<file path="config.mk">
export PLATFORM = sky130hd
export DESIGN_NAME = d8_loader
export DESIGN_NICKNAME = d
export VERILOG_FILES = /design/src/rtl/d8_loader_pkg.sv /design/src/rtl/d8_uart_rx.sv /design/src/rtl/d8_loader.sv
export SDC_FILE = /design/constraint.sdc
export NUM_CORES = 1
export LEC_CHECK = 0
export CAP_MARGIN = 20
export CORE_ASPECT_RATIO = 1.4
export CORE_MARGIN = 2
export CORE_UTILIZATION = 63
export DETAILED_ROUTE_END_ITERATION = 12
export DONT_BUFFER_PORTS = 1
export PLACE_DENSITY = 0.84
export SLEW_MARGIN = 20
export SYNTH_ARGS = -nofsm -noshare
export SYNTH_HDL_FRONTEND = slang
export SYNTH_SLANG_ARGS = --single-unit
</file>
<file path="constraint.sdc">
create_clock -name sys_clk -period 3.8 [get_ports sys_clk]
set_clock_uncertainty 0.1 [all_clocks]
set_input_delay 0.76 -clock sys_clk [delete_from_list [all_inputs] [get_ports sys_clk]]
set_output_delay 0.76 -clock sys_clk [all_outputs]
set_load 0.05 [all_outputs]
</file>
<file path="src/rtl/d8_loader_pkg.sv">
// Shared definitions for the d8 serial boot loader: defaults and state encodings.
package d8_loader_pkg;

    localparam int         DEF_CLK_PER_BIT = 868;        // 100 MHz / 115200 baud
    localparam int         DEF_TIMEOUT     = 1_000_000;  // idle cycles tolerated inside a frame
    localparam logic [7:0] DEF_SYNC        = 8'hA5;      // frame start byte

    // Frame-level loader states
    typedef enum logic [2:0] {
        IDLE,
        LEN,
        DATA,
        CSUM,
        DONE
    } ld_state_t;

    // UART receiver states
    typedef enum logic [1:0] {
        RX_IDLE,
        RX_START,
        RX_DATA,
        RX_STOP
    } rx_state_t;

endpackage

</file>
<file path="src/rtl/d8_uart_rx.sv">
// 8N1 UART receiver: synchronizes rx, finds the start bit, samples mid-bit and
// reports either a good byte (stb) or a framing error (ferr), one cycle each.
module d8_uart_rx
    import d8_loader_pkg::*;
#(
    parameter int CLK_PER_BIT = DEF_CLK_PER_BIT
) (
    input  logic       sys_clk,
    input  logic       sys_rst,
    input  logic       rx,
    output logic       stb,
    output logic [7:0] data,
    output logic       ferr
);

    localparam int CW = (CLK_PER_BIT > 2) ? $clog2(CLK_PER_BIT) : 2;

    rx_state_t       state, state_next;
    logic            sync1, sync2, prev;
    logic [CW-1:0]   cnt;
    logic [2:0]      idx;
    logic [7:0]      shift;
    logic            half_tick, full_tick;

    assign half_tick = (cnt == CW'(CLK_PER_BIT / 2 - 1));
    assign full_tick = (cnt == CW'(CLK_PER_BIT - 1));

    // State register; reset discards any bit in progress
    always_ff @(posedge sys_clk) begin
        if (!sys_rst) state <= RX_IDLE;
        else          state <= state_next;
    end

    // Next-state: a start bit that is high again at mid-bit is a glitch
    always_comb begin
        state_next = state;
        case (state)
            RX_IDLE:  if (prev && !sync2) state_next = RX_START;
            RX_START: if (half_tick) state_next = sync2 ? RX_IDLE : RX_DATA;
            RX_DATA:  if (full_tick && idx == 3'd7) state_next = RX_STOP;
            RX_STOP:  if (full_tick) state_next = RX_IDLE;
            default:  state_next = RX_IDLE;
        endcase
    end

    // Synchronizer, bit timer, shift register and result strobes
    always_ff @(posedge sys_clk) begin
        if (!sys_rst) begin
            sync1 <= 1'b1;
            sync2 <= 1'b1;
            prev  <= 1'b1;
            cnt   <= '0;
            idx   <= '0;
            shift <= '0;
            stb   <= 1'b0;
            data  <= '0;
            ferr  <= 1'b0;
        end else begin
            sync1 <= rx;
            sync2 <= sync1;
            prev  <= sync2;
            stb   <= 1'b0;
            ferr  <= 1'b0;
            case (state)
                RX_IDLE: begin
                    cnt <= '0;
                    idx <= '0;
                end
                RX_START: cnt <= half_tick ? '0 : cnt + CW'(1);
                RX_DATA: begin
                    if (full_tick) begin
                        cnt   <= '0;
                        shift <= {sync2, shift[7:1]};
                        idx   <= idx + 3'd1;
                    end else begin
                        cnt <= cnt + CW'(1);
                    end
                end
                RX_STOP: begin
                    if (full_tick) begin
                        cnt <= '0;
                        if (sync2) begin
                            stb  <= 1'b1;
                            data <= shift;
                        end else begin
                            ferr <= 1'b1;
                        end
                    end else begin
                        cnt <= cnt + CW'(1);
                    end
                end
                default: cnt <= '0;
            endcase
        end
    end

endmodule

</file>
<file path="src/rtl/d8_loader.sv">
// Serial boot loader: parses SYNC/LEN/data/CSUM frames from the UART, writes
// the payload into memi and releases the d8 core reset on a good checksum.
module d8_loader
    import d8_loader_pkg::*;
#(
    parameter int         CLK_PER_BIT = DEF_CLK_PER_BIT,
    parameter int         TIMEOUT     = DEF_TIMEOUT,
    parameter logic [7:0] SYNC        = DEF_SYNC
) (
    input  logic       sys_clk,
    input  logic       sys_rst,
    input  logic       rx,
    output logic       mem_we,
    output logic [7:0] mem_adr,
    output logic [7:0] mem_dat,
    output logic       cpu_rst,
    output logic       load_ok,
    output logic       load_err
);

    localparam int TW = (TIMEOUT > 2) ? $clog2(TIMEOUT) : 2;

    ld_state_t     state, state_next;
    logic          rx_stb, rx_ferr;
    logic [7:0]    rx_byte;
    logic [8:0]    len;      // 9 bits so LEN=0 can stand for 256
    logic [7:0]    csum;
    logic [TW-1:0] timer;
    logic          tmo, abort;

    d8_uart_rx #(.CLK_PER_BIT(CLK_PER_BIT)) u_rx (
        .sys_clk (sys_clk),
        .sys_rst (sys_rst),
        .rx      (rx),
        .stb     (rx_stb),
        .data    (rx_byte),
        .ferr    (rx_ferr)
    );

    assign tmo   = (timer == TW'(TIMEOUT - 1)) && !rx_stb;
    assign abort = rx_ferr || tmo;

    // State register
    always_ff @(posedge sys_clk) begin
        if (!sys_rst) state <= IDLE;
        else          state <= state_next;
    end

    // Frame sequencing; SYNC inside a frame is plain data, no resync
    always_comb begin
        state_next = state;
        case (state)
            IDLE: if (rx_stb && rx_byte == SYNC) state_next = LEN;
            LEN: begin
                if (abort)       state_next = IDLE;
                else if (rx_stb) state_next = DATA;
            end
            DATA: begin
                if (abort)                     state_next = IDLE;
                else if (rx_stb && len == 9'd1) state_next = CSUM;
            end
            CSUM: begin
                if (abort)       state_next = IDLE;
                else if (rx_stb) state_next = (rx_byte == csum) ? DONE : IDLE;
            end
            DONE:    state_next = IDLE;
            default: state_next = IDLE;
        endcase
    end

    // Inter-byte timeout counter, live only while a frame is open
    always_ff @(posedge sys_clk) begin
        if (!sys_rst || state == IDLE || state == DONE || rx_stb || abort)
            timer <= '0;
        else
            timer <= timer + TW'(1);
    end

    // Memory write port, checksum, length and status flags
    always_ff @(posedge sys_clk) begin
        if (!sys_rst) begin
            mem_we   <= 1'b0;
            mem_adr  <= '0;
            mem_dat  <= '0;
            cpu_rst  <= 1'b1;
            load_ok  <= 1'b0;
            load_err <= 1'b0;
            len      <= '0;
            csum     <= '0;
        end else begin
            mem_we <= 1'b0;
            // Address advances right after each write; 8-bit wrap only after a 256-byte frame
            if (mem_we) mem_adr <= mem_adr + 8'd1;
            case (state)
                IDLE: begin
                    if (rx_stb && rx_byte == SYNC) begin
                        cpu_rst  <= 1'b1;
                        load_ok  <= 1'b0;
                        load_err <= 1'b0;
                    end
                end
                LEN: begin
                    if (abort) begin
                        load_err <= 1'b1;
                        cpu_rst  <= 1'b1;
                    end else if (rx_stb) begin
                        len     <= {(rx_byte == 8'd0), rx_byte};
                        csum    <= '0;
                        mem_adr <= '0;
                    end
                end
                DATA: begin
                    if (abort) begin
                        load_err <= 1'b1;
                        cpu_rst  <= 1'b1;
                    end else if (rx_stb) begin
                        mem_dat <= rx_byte;
                        mem_we  <= 1'b1;
                        csum    <= csum + rx_byte;
                        len     <= len - 9'd1;
                    end
                end
                CSUM: begin
                    if (abort || (rx_stb && rx_byte != csum)) begin
                        load_err <= 1'b1;
                        cpu_rst  <= 1'b1;
                    end
                end
                DONE: begin
                    load_ok <= 1'b1;
                    cpu_rst <= 1'b0;
                end
                default: ;
            endcase
        end
    end

endmodule

</file>
==> results of run 1 <==
## worst min-delay path by stage
stage / from / end / depth (start not counted)
after global routing: sys_rst / cpu_rst / 1
after global placement: u_rx.sync1 / u_rx.sync2 / 1
after CTS: u_rx.sync1 / u_rx.sync2 / 1
after detailed placement: u_rx.sync1 / u_rx.sync2 / 1
final: u_rx.sync1 / u_rx.sync2 / 1
after floorplan: u_rx.sync1 / u_rx.sync2 / 1
## sequential cells by signal, indices dropped and copies added, names as in the netlist, 8 cells and up, named ones only
register and flops:
csum 8, len 9, mem_adr 8, mem_dat 8
timer 20, u_rx.cnt 10, u_rx.data 8, u_rx.shift 8
## worst max-delay path, delay by kind of cell, from the launching register on
family / cells / cell delay (ps)
AND/OR/NAND/NOR: 2 / 910
AO/OA/AOI/OAI: 3 / 840
flip-flops: 1 / 360
buffers and inverters: 1 / 290
## placed cells by master, fill, tap and decap left out, types with 5 or more instances in the layout
cell      synthesis  final
xnor2_1          21     21
dfxtp_1          96     96
o211ai_1          6      6
nor4_1            6      6
o21ai_0           8      8
mux2i_1          19     19
nand4_1          10     10
ha_1             15     15
and4_1            5      5
nand2_1          52     52
a21oi_1          38     38
nor3b_1           5      5
and3_1           14     14
nand3_1          22     22
inv_1            16     16
clkbuf_8          0      9
nor3_1           11     11
xor2_1           18     18
nor2_1           81     81
## synth_stat cells, types with 5 or more instances
master | n | area (um^2)
xor2_1 | 18 | 157.7
and4_1 | 5 | 43.79
xnor2_1 | 21 | 183.9
ha_1 | 15 | 187.7
nand3_1 | 22 | 110.1
mux2i_1 | 19 | 190.2
a21oi_1 | 38 | 190.2
nand4_1 | 10 | 62.56
nor3_1 | 11 | 55.05
dfxtp_1 | 96 | 1922
inv_1 | 16 | 60.06
and3_1 | 14 | 87.58
o211ai_1 | 6 | 45.04
o21ai_0 | 8 | 40.04
nand2_1 | 52 | 195.2
buf_2 | 5 | 25.02
nor2_1 | 81 | 304.0
nor3b_1 | 5 | 37.54
nor4_1 | 6 | 37.54
clkbuf_1 | 18 | 67.56
## cell type report
| type | count | area (um^2) | area share [%] |
|---|---|---|---|
| Multi-Input combinational cell | 385 | 2389 | 50.61 |
| Sequential cell | 96 | 1922 | 40.72 |
| Clock buffer | 9 | 123.9 | 2.625 |
| Tap cell | 95 | 118.9 | 2.519 |
| Clock inverter | 7 | 83.83 | 1.776 |
| Inverter | 16 | 60.06 | 1.273 |
| Timing Repair Buffer | 3 | 22.52 | 0.4772 |
## cells by family after synthesis
| kind of cell | after synthesis | synth area share, % |
|---|---|---|
| AOI/OAI and AO/OA | 79 | 11.08 |
| DFF | 96 | 42.99 |
| and+or+nand+nor | 231 | 25.55 |
| adders and majority gates | 16 | 4.646 |
| muxes | 20 | 4.506 |
| xor gates and xnor gates | 39 | 7.641 |
| buffers and inverters | 40 | 3.582 |
## routing by layer
metal / vias to the layer above / GRT usage [%]
met5: - / 0
met4: 0 / 10.53
met3: 16 / 4.669
met2: 79 / 37.34
met1: 1663 / 29.72
li1: 1791 / -
## power groups by stage
stage / clock network (mW) / registers, mW / logic (mW)
4_1_cts: 0.705 / 1.05 / 0.203
5_1_grt: 0.745 / 1.06 / 0.226
3_5_place_dp: 0 / 1.08 / 0.202
6_report: 0.697 / 1.05 / 0.205
2_1_floorplan: 0 / 1.07 / 0.172
3_3_place_gp: 0 / 1.08 / 0.197
==> run summary, run 1 <==
Worst r2r src = timer[13]
Via count = 3,549
Worst Max-Slew Pin Slew = 718.5 ps
I/O pin count = 23
DPL Wire Length = 5943 um
Total grt overflow = 0
Placed inst area = 4512 um^2
Overall routing resource usage = 23.34%
Peak supply drop = 0.0003811 V
Setup_tns = 0 ps
Clk_lat worst skew = 370 ps
Sw frac = 28.17%
Final Core Density = 68.04%
Synth Area per Inst = 8.581 um^2
Routed len/inst = 14.03 um
Worst setup EP type = flip-flop
Yosys reg bits = 96
Layout cells sized above 1 = 5.039%
Final hold violation count = 0
First-pass GRT wire length = 14,550 um
Status = complete, no violations
Via/cell ratio = 5.809
Post-CTS Resized = 0
Root Driver = clkbuf_8
Leak Pwr = 1.719 nW
Largest net degree at the start of global routing = 28
CP endpoint = len[2]
Total power = 1.956 mW
Vias in the first global route = 3,323
Fin Hold WS = 312.0 ps
Synth Warn # = 0
Sequential fraction of the synthesis area = 42.99%
Final period util = 68.28%
Starting Density = 64.45%
Remaining antenna violation count = 0
Critical path's largest stage delay = 640 ps
NetSw = 0.5508 mW
Fin. max-slew vios = 0
Fin crit period = 2595 ps
Register share of total power = 53.9%
Max Cap Viol = 0
First-pass DRT Iterations = 5
Die W = 75.20 um
Antenna violations before repair = 0
Met1 wire length = 3797 um
Routed length on met3 = 406 um
Pwr Density = 414.4 nW/um^2
Die height = 103.7 um
CTS Sinks = 96
CP cell instances = or4b_4 -> nor4_4 -> a2111o_1 -> buf_4 -> o211ai_1 -> o31ai_1
Distinct cells, synth = 50
Critical Path Fanout Max = 22
R2R depth = 6
CP startpoint = timer[13]
Layout area overhead = 5.570%
Hold crit path type = reg2reg
Detailed-route wire length = 8573 um
Slew margin rel. = 51.97%
Num CTS Buffers = 9
Iteration-0 DRC Markers = 173
Clock Power Share = 35.6%
Die area = 7795 um^2
Hold-fix buffers at CTS = 0
Antenna diode count = 0
DR top layer = met4
Predominant post-synthesis flop cell = dfxtp_1
Setup bufs post-CTS = 0
Final WS setup = 1205 ps
IO buf count = 0
H-tree depth = 3
Setup Viol. Count Final = 0
GP Congestion = 0.8300
TritonCTS clock tree = built
Mapped Cells = 521
DP Worst Slack = 1280 ps
R2r setup slk = 1210 ps
Share of flip-flops with an asynchronous set or reset = 0%
WL met2 = 4204 um
Core area = 6937 um^2
# rows = 36
Combinational power share = 10.5%
CP max stage cell = a2111o_1
Path type of the worst setup path = reg2reg
Number of synthesized flops with an enable pin = 0
RSZ-0062 raised after global routing = false
Cell Count Post-Placement = 595
CTS Buffer Depth = 2
Worst r2r dst = len[2]
Fmax = 385.4 MHz
Startpoint Class = flip-flop
Mapped Area = 4471 um^2
Clk slew on worst S/H paths = 100 ps
Final nets = 530
Post-route insts no fill = 611
Number of remaining DRC errors = 0
Worst path arrival time = 2770 ps
Net Count, Synth = 540
Filler cells = 568
Critical path required time = 3970 ps
Cell internal pwr = 1.405 mW
Design area = 4720 um^2
Power figures use the tool's default switching activity.
==> inputs of run 2 (changes only) <==
- ABC_AREA: unset -> 1
- clock period: 3.8 -> 2.4 ns (I/O delays scaled with it)
==> run 2 against run 1 <==
- combinational power decreased by 42%
- sequential share of layout area decreased by 2.6 points
- setup slack got worse by 790 ps
- count of clock-buffer cells in the layout unchanged
- largest cell class unchanged
- final area increased by 6.7%
- total power increased by 43%
- flip-flop and latch count unchanged
- via count increased by 16%
==> run summary, run 2 <==
Layout cells sized above 1 = 7.867% (was 5.039%)
Worst r2r dst = u_rx.shift[0] (was len[2])
Worst path buffer plus inverter count = 0 (was 1)
DPL Wire Length = 7253 um (was 5943 um)
IO buf count = 0 (unchanged)
Critical Path Fanout Max = 17 (was 22)
Largest net degree at the start of global routing = 38 (was 28)
Peak supply drop = 0.0004714 V (was 0.0003811 V)
CTS Buffer Depth = 2 (unchanged)
Compound-cell area share of the yosys netlist = 12.07% (was 11.08%)
Simple-gate share of the synthesized area = 31.88% (was 25.55%)
Path type of the worst setup path = reg2reg (unchanged)
Post-Synth Adder-Cell Area = 4.374% (was 4.646%)
CP endpoint = u_rx.shift[0] (was len[2])
Status = complete, no violations (unchanged)
Critical path required time = 2540 ps (was 3970 ps)
Commonest cells post-synth = nand2_1 (107), dfxtp_1 (96), nor2_1 (93) (was dfxtp_1 (96), nor2_1 (81), nand2_1 (52))
Post-CTS Resized = 0 (unchanged)
Largest family of logic cells by synthesized area = simple AND/OR/NAND/NOR gates (unchanged)
Pwr Density = 554.9 nW/um^2 (was 414.4 nW/um^2)
R2r setup slk = 420 ps (was 1210 ps)
Startpoint Class = flip-flop (unchanged)
CTS Sinks = 96 (unchanged)
Design area = 5037 um^2 (was 4720 um^2)
RSZ-0062 raised after global routing = false (unchanged)
Mapped Cells = 653 (was 521)
Net Count, Synth = 672 (was 540)
Top delay family on crit path = simple AND/OR/NAND/NOR gates (unchanged)
Die height = 106.7 um (was 103.7 um)
Setup_tns = 0 ps (unchanged)
Worst r2r src = u_rx.cnt[0] (was timer[13])
Yosys reg bits = 96 (unchanged)
Most frequent cells in the layout = nand2_1 (107), dfxtp_1 (96), nor2_1 (93), inv_1 (79), a21oi_1 (52) (was dfxtp_1 (96), nor2_1 (81), nand2_1 (52), a21oi_1 (38), nand3_1 (22))
TritonCTS clock tree = built (unchanged)
Placed inst area = 4842 um^2 (was 4512 um^2)
Hold-fix buffers at CTS = 0 (unchanged)
Max reg flops = 20 (unchanged)
Fmax = 504.6 MHz (was 385.4 MHz)
Fin. max-slew vios = 0 (unchanged)
Antenna diode count = 0 (unchanged)
Synth Area per Inst = 7.272 um^2 (was 8.581 um^2)
Num CTS Buffers = 9 (unchanged)
# rows = 37 (was 36)
Critical path's largest stage delay = 420 ps (was 640 ps)
Via/cell ratio = 5.438 (was 5.809)
Distinct cells, synth = 44 (was 50)
Vias in the first global route = 3,820 (was 3,323)
Worst setup EP type = flip-flop (unchanged)
Die W = 77.37 um (was 75.20 um)
Total grt overflow = 0 (unchanged)
Number of remaining DRC errors = 0 (unchanged)
CP dominant cell by count = nand3_1
Starting Density = 64.92% (was 64.45%)
Most common cell after layout, fill and taps aside = nand2_1 (was dfxtp_1)
Max Cap Viol = 0 (unchanged)
Die area = 8257 um^2 (was 7795 um^2)
Overall routing resource usage = 25.27% (was 23.34%)
Leak Pwr = 1.992 nW (was 1.719 nW)
Final hold violation count = 0 (unchanged)
CP startpoint = u_rx.cnt[0] (was timer[13])
Remaining antenna violation count = 0 (unchanged)
Share of flip-flops with an asynchronous set or reset = 0% (unchanged)
WP depth = 6 (unchanged)
Mux cell area share after synthesis = 0% (was 4.506%)
Clk slew on worst S/H paths = 90 ps (was 100 ps)
I/O pin count = 23 (unchanged)
Routed len/inst = 12.97 um (was 14.03 um)
GP Congestion = 0.8620 (was 0.8300)
Largest Register = timer (unchanged)
Most common cell in the netlist = nand2_1 (was dfxtp_1)
Filler cells = 669 (was 568)
Layout area overhead = 6.087% (was 5.570%)
Worst Max-Slew Pin Slew = 606.6 ps (was 718.5 ps)
CP cell instances = ha_1 -> nand3_1 -> nor3_2 -> nand3_1 -> o21ai_0 -> a21oi_1 (was or4b_4 -> nor4_4 -> a2111o_1 -> buf_4 -> o211ai_1 -> o31ai_1)
Predominant post-synthesis flop cell = dfxtp_1 (unchanged)
Via count = 4,122 (was 3,549)
Slew margin rel. = 59.51% (was 51.97%)
Final period util = 82.57% (was 68.28%)
Hold crit path type = in2reg (was reg2reg)
Area contributors post-synth = dfxtp_1 (40%), nand2_1 (8.5%), nor2_1 (7.4%), inv_1 (6.2%), a21oi_1 (5.5%) (was dfxtp_1 (43%), nor2_1 (6.8%), nand2_1 (4.4%), a21oi_1 (4.3%), mux2i_1 (4.3%))
Setup bufs post-CTS = 0 (unchanged)
Core area = 7315 um^2 (was 6937 um^2)
Xor and xnor area share after synthesis = 2.767% (was 7.641%)
Final nets = 675 (was 530)
Iteration-0 DRC Markers = 194 (was 173)
Fin Hold WS = 91.49 ps (was 312.0 ps)
Worst path arrival time = 2120 ps (was 2770 ps)
CP max stage cell = nand3_1 (was a2111o_1)
Antenna violations before repair = 0 (unchanged)
Detailed-route wire length = 9831 um (was 8573 um)
Root Driver = clkbuf_8 (unchanged)
First-pass GRT wire length = 16,720 um (was 14,550 um)
Mapped Area = 4748 um^2 (was 4471 um^2)
Fin crit period = 1982 ps (was 2595 ps)
Clk_lat worst skew = 370 ps (about the same)
Setup Viol. Count Final = 0 (unchanged)
Synth Warn # = 0 (unchanged)
Regs by FF count = timer (20), u_rx.cnt (10), len (9) (unchanged)
Number of synthesized flops with an enable pin = 0 (unchanged)
Synth top area share = 40.47% (was 42.99%)
Area leader, netlist = dfxtp_1 (unchanged)
H-tree depth = 3 (unchanged)
First-pass DRT Iterations = 4 (was 5)
R2R depth = 6 (unchanged)
Sequential fraction of the synthesis area = 40.47% (was 42.99%)
==> run 2: changes by cell type after synthesis, sizes merged, moves of 13 or more <==
cell / previous run / this run
nand3: 22 / 49
mux2i: 19 / 0
xnor2: 21 / 6
a21oi: 40 / 53
and3: 15 / 2
nand2: 52 / 111
inv: 16 / 82
nor2: 81 / 98
o21ai: 8 / 45
==> run 2: final cells by class <==
type	count	area [um^2]	area share, %
timing repair buffer	8	60.06	1.192
inverter	82	312.8	6.210
tap	97	121.4	2.409
clock buffer	9	123.9	2.459
sequential	96	1922	38.15
clock inverter	7	71.32	1.416
multi-input combinational	459	2426	48.16
==> run 2: worst reg2reg max path, stage by stage, from the launching register on <==
cell and delay, ps:
dfxtp_1 390, ha_1 230, nand3_1 120, nor3_2 170
nand3_1 420, o21ai_0 340, a21oi_1 80
==> run 2: kinds of logic after synthesis <==
logic type | count (synthesis)
buffers and inverters | 98
adder cells (fa/ha/maj) | 16
XOR/XNOR | 15
AO/OA/AOI/OAI | 109
AND/OR/NAND/NOR | 319
flip-flops | 96
==> run 2: metrics by stage <==
stage          utilization (%)  setup WS [ps]  total power, mW  cells
6_report                 68.87          418.4            2.795    758
5_1_grt                  68.87          88.28            2.895    758
4_1_cts                  68.87          423.8            2.821    758
3_5_place_dp             66.20          440.6            1.784    742
3_3_place_gp             66.20          542.0            1.780    742
2_1_floorplan                -          697.2            1.766    653
==> run 2: where the power goes <==
part,switching (mW),internal (mW),total [mW]
Clock,0.567,0.481,1.05
Sequential,0.0259,1.60,1.63
Combinational,0.0800,0.0381,0.118
Total,0.673,2.12,2.80
==> run 2: worst min path at each step <==
stage | start | endpoint | slack, ps | cells after the start
2_1_floorplan | u_rx.sync1 | u_rx.sync2 | 290 | 1
4_1_cts | sys_rst | cpu_rst | 80 | 1
5_1_grt | sys_rst | cpu_rst | 100 | 1
3_5_place_dp | u_rx.sync1 | u_rx.sync2 | 320 | 1
6_report | sys_rst | cpu_rst | 90 | 1
3_3_place_gp | u_rx.sync1 | u_rx.sync2 | 310 | 1
==> run 2: per-layer routing <==
layer,wire length (um),GRT usage [%],part of all wire [%]
met5,0,0,0
met3,365,3.367,3.7
met1,4249,29.27,43
met4,238,13.14,2.4
met2,4978,45.09,51
